===== src/rtl/div_pkg.sv =====
// Shared types and constants for the restoring divider.
package div_pkg;

  // FSM state encodings; also exported on pstate for debug.
  typedef enum logic [1:0] {
    StIdle = 2'b00,
    StLoad = 2'b01,
    StIter = 2'b10,
    StDone = 2'b11
  } state_e;

  localparam int unsigned DefaultWidth = 8;

  // Iteration counter width for a given operand width.
  function automatic int unsigned cnt_width(input int unsigned width);
    return $clog2(width) + 1;
  endfunction

  localparam int unsigned DefaultCntWidth = cnt_width(DefaultWidth);

endpackage


===== src/rtl/div_step.sv =====
// One restoring-division iteration: shift in a dividend bit, trial-subtract, restore on borrow.
module div_step
  import div_pkg::*;
#(
  parameter int unsigned WIDTH = DefaultWidth
) (
  input  logic [WIDTH:0]   i_pr,
  input  logic             i_bit,
  input  logic [WIDTH-1:0] i_dvs,
  output logic [WIDTH:0]   o_pr,
  output logic             o_qbit
);

  logic [WIDTH+1:0] w_sh;
  logic [WIDTH+1:0] w_diff;

  // Partial remainder stays below the divisor, so one guard bit holds the borrow.
  always_comb begin
    w_sh   = {i_pr, i_bit};
    w_diff = w_sh - {2'b00, i_dvs};
    o_qbit = ~w_diff[WIDTH+1];
    o_pr   = o_qbit ? w_diff[WIDTH:0] : w_sh[WIDTH:0];
  end

endmodule


===== src/rtl/div_fsm.sv =====
// Multi-cycle restoring divider, one quotient bit per clock.
// Define DIV_SIGNED_EN for two's-complement operands and results.
module div_fsm
  import div_pkg::*;
#(
  parameter int unsigned WIDTH = DefaultWidth
) (
  input  logic             clk,
  input  logic             rst,
  input  logic             s,
  input  logic [WIDTH-1:0] ain,
  input  logic [WIDTH-1:0] bin,
  output logic [WIDTH-1:0] quo,
  output logic [WIDTH-1:0] rem,
  output logic             done,
  output logic             busy,
  output logic             err,
  output logic [1:0]       pstate
);

  localparam int unsigned CntW = cnt_width(WIDTH);
  localparam logic [CntW-1:0] LastCnt = CntW'(WIDTH - 1);

  state_e r_state, w_state_next;

  logic [WIDTH-1:0] r_a, r_b;        // raw operands latched on the start edge
  logic [WIDTH-1:0] r_dvs;           // divisor magnitude
  logic [WIDTH-1:0] r_q;             // dividend in, quotient out
  logic [WIDTH:0]   r_pr;            // partial remainder
  logic [CntW-1:0]  r_cnt;
  logic [WIDTH-1:0] r_quo, r_rem;
  logic             r_err;

  logic [WIDTH:0]   w_pr_next;
  logic             w_qbit;
  logic [WIDTH-1:0] w_a_mag, w_b_mag;
  logic [WIDTH-1:0] w_q_fin, w_r_fin;
  logic             w_err_fin;

`ifdef DIV_SIGNED_EN
  logic r_neg_q, r_neg_r, r_ovf;
`endif

  div_step #(
    .WIDTH (WIDTH)
  ) u_step (
    .i_pr   (r_pr),
    .i_bit  (r_q[WIDTH-1]),
    .i_dvs  (r_dvs),
    .o_pr   (w_pr_next),
    .o_qbit (w_qbit)
  );

  // Operand magnitudes and sign-corrected final results.
  always_comb begin
    w_a_mag   = r_a;
    w_b_mag   = r_b;
    w_q_fin   = {r_q[WIDTH-2:0], w_qbit};
    w_r_fin   = w_pr_next[WIDTH-1:0];
    w_err_fin = 1'b0;
`ifdef DIV_SIGNED_EN
    if (r_a[WIDTH-1]) w_a_mag = -r_a;
    if (r_b[WIDTH-1]) w_b_mag = -r_b;
    if (r_neg_q) w_q_fin = -{r_q[WIDTH-2:0], w_qbit};
    if (r_neg_r) w_r_fin = -w_pr_next[WIDTH-1:0];
    w_err_fin = r_ovf;
`endif
  end

  // Next-state decode.
  always_comb begin
    w_state_next = r_state;
    case (r_state)
      StIdle:  if (s) w_state_next = StLoad;
      StLoad:  w_state_next = (r_b == '0) ? StDone : StIter;
      StIter:  if (r_cnt == LastCnt) w_state_next = StDone;
      StDone:  w_state_next = StIdle;
      default: w_state_next = StIdle;
    endcase
  end

  // State register.
  always_ff @(posedge clk) begin
    if (rst) r_state <= StIdle;
    else     r_state <= w_state_next;
  end

  // Operand capture, iteration datapath and result registers.
  always_ff @(posedge clk) begin
    if (rst) begin
      r_a   <= '0;
      r_b   <= '0;
      r_dvs <= '0;
      r_q   <= '0;
      r_pr  <= '0;
      r_cnt <= '0;
      r_quo <= '0;
      r_rem <= '0;
      r_err <= 1'b0;
`ifdef DIV_SIGNED_EN
      r_neg_q <= 1'b0;
      r_neg_r <= 1'b0;
      r_ovf   <= 1'b0;
`endif
    end else begin
      case (r_state)
        StIdle: begin
          if (s) begin
            r_a <= ain;
            r_b <= bin;
          end
        end
        StLoad: begin
          r_pr  <= '0;
          r_cnt <= '0;
          r_q   <= w_a_mag;
          r_dvs <= w_b_mag;
`ifdef DIV_SIGNED_EN
          r_neg_q <= r_a[WIDTH-1] ^ r_b[WIDTH-1];
          r_neg_r <= r_a[WIDTH-1];
          r_ovf   <= (r_a == {1'b1, {(WIDTH-1){1'b0}}}) && (&r_b);
`endif
          if (r_b == '0) begin
            r_quo <= '1;
            r_rem <= r_a;
            r_err <= 1'b1;
          end
        end
        StIter: begin
          r_pr  <= w_pr_next;
          r_q   <= {r_q[WIDTH-2:0], w_qbit};
          r_cnt <= r_cnt + CntW'(1);
          if (r_cnt == LastCnt) begin
            r_quo <= w_q_fin;
            r_rem <= w_r_fin;
            r_err <= w_err_fin;
          end
        end
        default: ;
      endcase
    end
  end

  assign quo    = r_quo;
  assign rem    = r_rem;
  assign err    = r_err;
  assign done   = (r_state == StDone);
  assign busy   = (r_state != StIdle);
  assign pstate = r_state;

endmodule


===== config.mk =====
export PLATFORM = sky130hd
export DESIGN_NAME = div_fsm
export DESIGN_NICKNAME = d
export VERILOG_FILES = /design/src/rtl/div_pkg.sv /design/src/rtl/div_step.sv /design/src/rtl/div_fsm.sv
export SDC_FILE = /design/constraint.sdc
export NUM_CORES = 1
export LEC_CHECK = 0
export ABC_AREA = 1
export BUFFER_PORTS_ARGS = -buffer_cell sky130_fd_sc_hd__buf_2
export CAP_MARGIN = 30
export CORE_UTILIZATION = 50
export CTS_BUF_LIST = sky130_fd_sc_hd__clkbuf_4 sky130_fd_sc_hd__clkbuf_8
export DETAILED_ROUTE_END_ITERATION = 10
export GPL_TIMING_DRIVEN = 1
export PLACE_DENSITY_LB_ADDON = 0.05
export SYNTH_ARGS = -nofsm -noshare
export SYNTH_HDL_FRONTEND = slang
export SYNTH_SLANG_ARGS = --single-unit

===== constraint.sdc =====
create_clock -name clk -period 2.03 [get_ports clk]
set_input_delay 0.1015 -clock clk [delete_from_list [all_inputs] [get_ports clk]]
set_output_delay 0.1015 -clock clk [all_outputs]
set_load 0.01 [all_outputs]

After elaboration in Yosys (flattened, before gate mapping):

Index checks and enable logic that the tools add are counted.

* bits of input ports: 19
* memories: 0
* RAM bits: 0
* bits in read-only memories: 0
* register bits: 64
* output and inout port bits: 21
* bits in latches: 0

* shift-type cells: 0
* div/mod/pow operators: 0
* reduce and logical (&&, ||, !) cells: 7
* equal/unequal tests: 7
* mux-type cells: 17
* multipliers: 0
* $lt $le $gt $ge: 0
* add/subtract/negate cells: 2
* bitwise logic cells: 1

Operator list (number)
* $pmux 8 s2: 3
* $mux 8: 4
* $pmux 9 s2: 1
* $sub 10x8->10: 1
* $mux 9: 1
* $logic_not 8->1: 1
* $pmux 2 s4: 1
* $pmux 4 s2: 1
* $ne 2x2->1 const B: 3
* $add 4x1->4 const B: 1
* $eq 2x2->1 const B: 2
* $eq 4x3->1 const B: 1
* $mux 2: 2
* $reduce_and 2->1: 2
* $reduce_bool 2->1: 2
* $mux 1: 3
* $reduce_and 3->1: 1
* $eq 2x1->1 const B: 1
* $logic_not 2->1: 1
* $pmux 1 s2: 1
* $not 1->1: 1

Longest topological paths before layout:

Gate-level depths: netlist of the first run.

* depth after elaboration: 4
* depth in mapped cells: 16
* mapped depth without buffers: 16

By module:

A second synthesis of the first run with hierarchy kept.

* cell total of the unflattened synthesis: 482
* area, all modules: 3439.5 µm²

Modules (own cells, without submodules)
* div_fsm: sequential area each 1281.2 µm², cells each 350, times used 1, area an instance 2735.1 µm²
* div_step: sequential area each 0.0 µm², cells each 132, times used 1, area an instance 704.4 µm²

Worst setup path before layout of the first run:

No wires, ideal clock.

* path kind: flip-flop to flip-flop
* from: register r_dvs[3]
* to: register r_quo[0], in the netlist quo[0]
* stages on the path, launching flop included: 15
* path slack: 301 ps
* clock period less this slack: 1729 ps
* buffers on the path: 0
* data required time: 1914 ps
* arrival: 1613 ps
* path through: dfxtp_1 inv_1 ha_1 nand2_1 inv_1 nand2_1 nand2_1 nand2_1 nand3_1 nand2_2 nand2_4 nor2_8 nand2_1 o211ai_1 inv_1

* cells in the longest elaborated chain, start to end: 4

RTL lines
* from (decl): RTL line div_fsm.sv:27 `logic [WIDTH-1:0] r_dvs;`
* from (signal assigned): RTL line div_fsm.sv:117 `r_dvs <= w_b_mag;`
* $sub 10x8->10: RTL line div_step.sv:20 `w_diff = w_sh - {2'b00, i_dvs};`
* $not 1->1: RTL line div_step.sv:21 `o_qbit = ~w_diff[WIDTH+1];`
* $mux 8: RTL line div_fsm.sv:133 `if (r_cnt == LastCnt) begin`
* $pmux 8 s2: RTL line div_fsm.sv:106 `case (r_state)`
* to (signal assigned): RTL line div_fsm.sv:134 `r_quo <= w_q_fin;`
* to (decl): RTL line div_fsm.sv:31 `logic [WIDTH-1:0] r_quo, r_rem;`

Every way passes these cells. The select of a mux whose other input is x is not followed.
A chain may end at the register's enable or synchronous reset.

Worst setup path after layout of the first run:

* from: register r_pr[6]
* to: register r_quo[0], in the netlist quo[0]

* cells in the longest elaborated chain, start to end: 4

RTL lines
* from (decl): RTL line div_fsm.sv:29 `logic [WIDTH:0] r_pr;`
* from (signal assigned): RTL line div_fsm.sv:130 `r_pr <= w_pr_next;`
* $sub 10x8->10: RTL line div_step.sv:20
* $not 1->1: RTL line div_step.sv:21
* $mux 8: RTL line div_fsm.sv:133
* $pmux 8 s2: RTL line div_fsm.sv:106

Every way passes these cells. The select of a mux whose other input is x is not followed.

==> flow_summary.json, run 1 <==
{
  "run_status": "complete, no violations",
  "yosysTopAreaCellShare": 0.4017,
  "first_pass_iters": 4,
  "initial_core_util": 0.5293,
  "place_inst": 558,
  "intPower_uw": 3571,
  "cap_viol_max_count": 0,
  "cts_buffers": 9,
  "report.final.slew_viol_count": 0,
  "crit_fanout": 10,
  "seq_power_share": 0.307,
  "place_hpwl_mm": 5.308,
  "h-tree-depth": 3,
  "synthToLayoutAreaGrowth_pct": 17.54,
  "vias_per_cell": 5.126,
  "fin_skew_ns": 0.006379,
  "rsz0062_at_grt": "true",
  "worstSetupPathType": "flop to flop",
  "nFillCells": 592,
  "tightest_slew_ns": 0.4935,
  "yosysTopAreaCell": "dfxtp_1",
  "cp-start-kind": "flop",
  "netlist_area_um2": 3189,
  "root_buffer": "clkbuf_8",
  "dieArea_um2": 6702,
  "grt_max_degree": 33,
  "min_from": "ain[6]",
  "crit_arrival_ns": 2.16,
  "drt_iter0_drc": 149,
  "end_kind": "flop",
  "fin_cells": 572,
  "multiInputGateArea_um2": 1704,
  "rrSetupSlack_ns": 0.10,
  "core_area_um2": 6026,
  "powerDensity_nw_per_um2": 1742,
  "peakVddDrop_mv": 1.266,
  "clkPwrFrac": 0.154,
  "antenna_left": 0,
  "power_frac_comb": 0.539,
  "yosys_register_bits": 64,
  "crit_family": "simple AND/OR/NAND/NOR gates",
  "die_x_um": 81.87,
  "worstSkewPairLatency_ns": 0.34,
  "syn_nets": 488,
  "post-route-min-period_ns": 1.928,
  "synth.distinct_cells": 32,
  "holdPathEnd": "r_a[6]",
  "power_uw": 6528,
  "timing.final.crit_share": 0.9497,
  "worstHoldPathCells": 3,
  "worst-path-buf-inv": 1,
  "antenna_found_initial": 0,
  "die_y_um": 81.87,
  "timing.fmax_mhz": 518.7,
  "leakagePower_uw": 0.001776,
  "synth_cells": 454,
  "r2r_start": "r_pr[6]",
  "grt-ovfl-total": 0,
  "n_antenna_cell": 0,
  "finalSetupViolations": 0,
  "clock_sinks": 64,
  "wl_per_cell_um": 13.06,
  "cpPeakStageDelay_ns": 0.41,
  "gp_congestion": 0.8730,
  "clkTransAtPathRegs_ns": 0.07,
  "timing.rr.end": "quo[0]",
  "clk_path_buf_depth": 2,
  "drc_errors": 0,
  "seq_area_frac_synth": 0.4017,
  "ios": 40,
  "vias": 2932,
  "finalSetupTns_ns": 0,
  "wl_mm": 7.473,
  "postLayoutCellArea_um2": 3749,
  "worstPathRequired_ns": 2.26,
  "crit_slowest_cell": "ha_2",
  "rr_worst_depth": 10,
  "grt_pass1_wl_mm": 11.94,
  "drive_above_1_share": 0.1871,
  "slew_headroom": 0.6706,
  "register_area_um2": 1284,
  "grt_pass1_vias": 2539,
  "hold_viol": 0,
  "place_area_um2": 3478,
  "io_buffers": 39,
  "nNetsFinal": 528,
  "hp-class": "input pin to flop",
  "ys_top_cells_by_area": "dfxtp_1 (40%), nand2_1 (9.1%), nor2_1 (8.5%), inv_1 (6.2%), a21oi_1 (5.8%)",
  "cts_tree": "yes",
  "rows": 28,
  "grtUsageTotal": 0.2376,
  "yosys_warnings": 0,
  "cp_common_cell": "nand2_1",
  "power.switching_uw": 2957,
  "post_synth.cell_area_avg_um2": 7.025,
  "path_cells": "ha_2 -> nand2_1 -> nor2_2 -> nand3_2 -> nand4_1 -> nand2_4 -> nor2_8 -> nand2_1 -> o211ai_1 -> inv_1",
  "switching_share": 0.4530
}
[placed cells by master (no fill, tap or decap), types with 3 or more instances in the layout]
cell	instances
nand2_1	76
o21ai_0	30
nand2_2	10
nand3_1	37
ha_4	5
buf_2	39
clkbuf_8	12
o211ai_1	8
xor2_1	4
dfxtp_1	62
nor2_1	72
o21ai_1	6
ha_1	7
buf_4	8
nand4_1	3
inv_1	53
a21oi_1	36
[through the flow]
step           setup slack (ns)  utilization  hold WS, ns
2_1_floorplan            0.3010            -       0.2682
3_3_place_gp           -0.02909       0.5772       0.3521
3_5_place_dp           -0.03265       0.5772       0.3593
4_1_cts                 0.02207       0.6076      0.01016
5_1_grt                -0.02615       0.6221      0.01701
6_report                 0.1021       0.6221      0.01635
[registers in the layout, indices dropped and copies added, names as in the netlist]
signal	flops
r_pr	9
quo	8
r_a	8
r_b	8
r_dvs	8
r_q	8
rem	8
r_cnt	4
pstate	2
err	1
[cell usage after synthesis, drive strengths merged]
| master | n |
|---|---|
| dfxtp | 64 |
| a21oi | 38 |
| inv | 55 |
| clkbuf | 15 |
| o21a | 1 |
| o211a | 1 |
| buf | 4 |
| nand3b | 1 |
| nor2 | 75 |
| nand4 | 3 |
| a211oi | 1 |
| ha | 14 |
| o21ai | 37 |
| o211ai | 8 |
| nand3 | 38 |
| xor2 | 4 |
| fa | 1 |
| xnor2 | 2 |
| nand2 | 88 |
| or2 | 2 |
| nor3 | 2 |
[repair_timing]
| item | in CTS | in global routing |
|---|---|---|
| gates resized for setup | 1 | 14 |
| setup buffers | 0 | 0 |
| hold buffers | 0 | 0 |
| pin swaps | 0 | 1 |
| setup endpoints to repair | 15 | 24 |
[worst reg2reg max path: stages, from the launching register on]
cell,delay (ns)
dfxtp_1,0.36
ha_2,0.41
nand2_1,0.08
nor2_2,0.13
nand3_2,0.12
nand4_1,0.18
nand2_4,0.14
nor2_8,0.21
nand2_1,0.07
o211ai_1,0.08
inv_1,0.05
[cell families after synthesis]
logic type | share of synthesized area
flip-flops | 0.4017
AND/OR/NAND/NOR | 0.2852
adder cells (fa/ha/maj) | 0.06120
XOR/XNOR | 0.01648
AO/OA/AOI/OAI | 0.1455
buffers and inverters | 0.08984
[final cells by class]
cell class,count,area share
Tap cell,75,0.02503
Timing Repair Buffer,48,0.07343
Multi-Input combinational cell,316,0.4546
Sequential cell,64,0.3425
Inverter,55,0.05641
Clock buffer,12,0.04406
Clock inverter,2,0.004005
[worst max path at each step]
stage                         start  endpoint  slack [ns]  cells past startpoint
after floorplan            r_dvs[3]    quo[0]        0.30                     14
after global placement    pstate[1]    quo[0]       -0.03                     11
after detailed placement  pstate[1]    quo[0]       -0.03                     11
after CTS                 pstate[1]    rem[4]        0.02                     11
after global routing      pstate[1]    rem[0]       -0.03                     12
final                       r_pr[6]    quo[0]        0.10                     10
[routing by layer]
| metal | global-route usage | routed length [um] | up-vias |
|---|---|---|---|
| li1 | - | - | 1535 |
| met1 | 0.3270 | 3745 | 1327 |
| met3 | 0.05667 | 283 | 8 |
| met5 | 0 | 0 | - |
| met2 | 0.3719 | 3350 | 62 |
| met4 | 0.05789 | 93 | 0 |
[power groups by stage]
| stage | Combinational (uW) | Sequential, uW | Clock, uW |
|---|---|---|---|
| finish | 3520 | 2010 | 1000 |
| global route | 3960 | 2050 | 1080 |
| global placement | 3300 | 2000 | 0 |
| CTS | 3350 | 1990 | 1020 |
| floorplan | 2440 | 2020 | 0 |
| detailed placement | 3330 | 2010 | 0 |
Power figures use the tool's default switching activity.
==> run 2, diff against run 1 <==
--- a/config.mk
+++ b/config.mk
@@ -8,10 +8,11 @@
 export ABC_AREA = 1
 export BUFFER_PORTS_ARGS = -buffer_cell sky130_fd_sc_hd__buf_2
 export CAP_MARGIN = 30
-export CORE_UTILIZATION = 50
+export CORE_UTILIZATION = 60
 export CTS_BUF_LIST = sky130_fd_sc_hd__clkbuf_4 sky130_fd_sc_hd__clkbuf_8
 export DETAILED_ROUTE_END_ITERATION = 10
 export GPL_TIMING_DRIVEN = 1
+export HOLD_SLACK_MARGIN = 0.1
 export PLACE_DENSITY_LB_ADDON = 0.05
 export SYNTH_ARGS = -nofsm -noshare
 export SYNTH_HDL_FRONTEND = slang
==> run 2 against run 1 <==
Effect of this change: maximum frequency increased by 0.22%; global-route usage increased by 5.1 points; utilization increased by 14 points; largest cell class unchanged.
==> flow_summary.json, run 2 (same netlist as run 1, synthesis figures left out) <==
{
  "drc_errors": 0,
  "peakVddDrop_mv": 0.9628,
  "crit_slowest_cell": "dfxtp_1",
  "vias_per_cell": 5.250,
  "h-tree-depth": 3,
  "antenna_found_initial": 0,
  "die_y_um": 74.91,
  "timing.fmax_mhz": 519.9,
  "first_pass_iters": 5,
  "clock_sinks": 64,
  "dieArea_um2": 5611,
  "drt_iter0_drc": 179,
  "wl_mm": 7.591,
  "crit_fanout": 10,
  "cap_viol_max_count": 0,
  "top_register": "r_pr",
  "final_common_cell": "nand2_1",
  "initial_core_util": 0.6244,
  "worstSkewPairLatency_ns": 0.35,
  "register_area_um2": 1285,
  "hp-class": "input pin to flop",
  "gp_congestion": 0.9325,
  "grt_pass1_wl_mm": 12.11,
  "synthToLayoutAreaGrowth_pct": 22.56,
  "postLayoutCellArea_um2": 3909,
  "drive_above_1_share": 0.1883,
  "fin_skew_ns": 0.008575,
  "grt_max_degree": 36,
  "leakagePower_uw": 0.001851,
  "place_ws_ns": 0.07814,
  "n_antenna_cell": 0,
  "hold_viol": 0,
  "run_status": "complete, no violations",
  "cts_setup_buffers": 0,
  "root_buffer": "clkbuf_8",
  "largest_reg_flops": 9,
  "nFillCells": 413,
  "grtUsageTotal": 0.2884,
  "cpPeakStageDelay_ns": 0.39,
  "end_kind": "flop",
  "worst_slack_ns": 0.1064,
  "multiInputGateArea_um2": 1719,
  "holdWs_ns": 0.1353,
  "tightest_slew_ns": 0.4955,
  "cp-start-kind": "flop",
  "finalSetupViolations": 0,
  "die_x_um": 74.91,
  "powerDensity_nw_per_um2": 1693,
  "rows": 26,
  "worstSetupPathType": "flop to flop",
  "grt-ovfl-total": 0,
  "place_hpwl_mm": 5.167,
  "place_area_um2": 3460,
  "finalSetupTns_ns": 0,
  "antenna_left": 0,
  "io_buffers": 39,
  "timing.final.crit_share": 0.9476,
  "cts_tree": "yes",
  "crit_arrival_ns": 2.22,
  "nNetsFinal": 545,
  "clk_path_buf_depth": 2,
  "vias": 3071,
  "grt_pass1_vias": 2724,
  "ios": 40,
  "layout_common_cells": "nand2_1 (78), nor2_1 (72), dfxtp_1 (61)",
  "slew_headroom": 0.6693,
  "path_cells": "ha_4 -> nand2_2 -> nor2_2 -> nand2_1 -> nand4_1 -> nand2_4 -> nor2_8 -> nand2_2 -> nand3_1 -> nand2_1 -> inv_1",
  "post-route-min-period_ns": 1.924,
  "worstPathRequired_ns": 2.33,
  "cts_buffers": 9,
  "finish.utilization": 0.7653,
  "wl_per_cell_um": 12.98,
  "report.final.slew_viol_count": 0,
  "clkTransAtPathRegs_ns": 0.07,
  "core_area_um2": 5107
}
run 2: report_power, final:
| group | switching (uW) | internal [uW] | total (uW) |
|---|---|---|---|
| clock | 496 | 555 | 1050 |
| sequential | 302 | 1700 | 2000 |
| combinational | 2210 | 1360 | 3570 |
| total | 3010 | 3610 | 6620 |
run 2: routing by layer:
layer,wire [um],global-route usage,vias up
li1,-,-,1574
met1,3466,0.3724,1398
met2,3614,0.4745,84
met3,361,0.05622,15
met4,148,0.1174,0
met5,0,0,-
run 2: worst max-delay path: cells and delay by family (launching register included):
kind                     cells  cell delay, ns
flip-flops                   1            0.39
adder cells (fa/ha/maj)      1            0.32
AND/OR/NAND/NOR              9            1.11
buffers and inverters        1            0.04
run 2: metrics by stage:
step,std cells,power (uW)
after floorplan,454,4462
after global placement,553,5229
after detailed placement,553,5307
after CTS,584,6378
after global routing,585,7220
final,585,6619
run 2: area by class of cell:
cell class | count | share of cell area
well taps | 70 | 0.02241
repair buffers | 64 | 0.1082
multi-input cells | 317 | 0.4398
clock buffers | 9 | 0.03169
flip-flops and latches | 64 | 0.3287
inverters | 55 | 0.05346
clock inverters | 6 | 0.01569
run 2: path summary, 6_finish.rpt:
| kind | start | endpoint | slack [ns] | cells after the start |
|---|---|---|---|---|
| hold reg to reg | quo[6] | quo[6] | 0.46 | 2 |
| hold / removal | s | pstate[1] | 0.14 | 3 |
| setup reg to reg | r_pr[4] | rem[5] | 0.11 | 11 |
| setup / recovery | r_pr[4] | rem[5] | 0.11 | 11 |
run 2: timing repair:
item | in CTS | in global routing
gates resized for setup | 0 | 18
setup endpoints to repair | 0 | 22
endpoints found under the hold margin | 16 | 0
hold buffers | 16 | 0
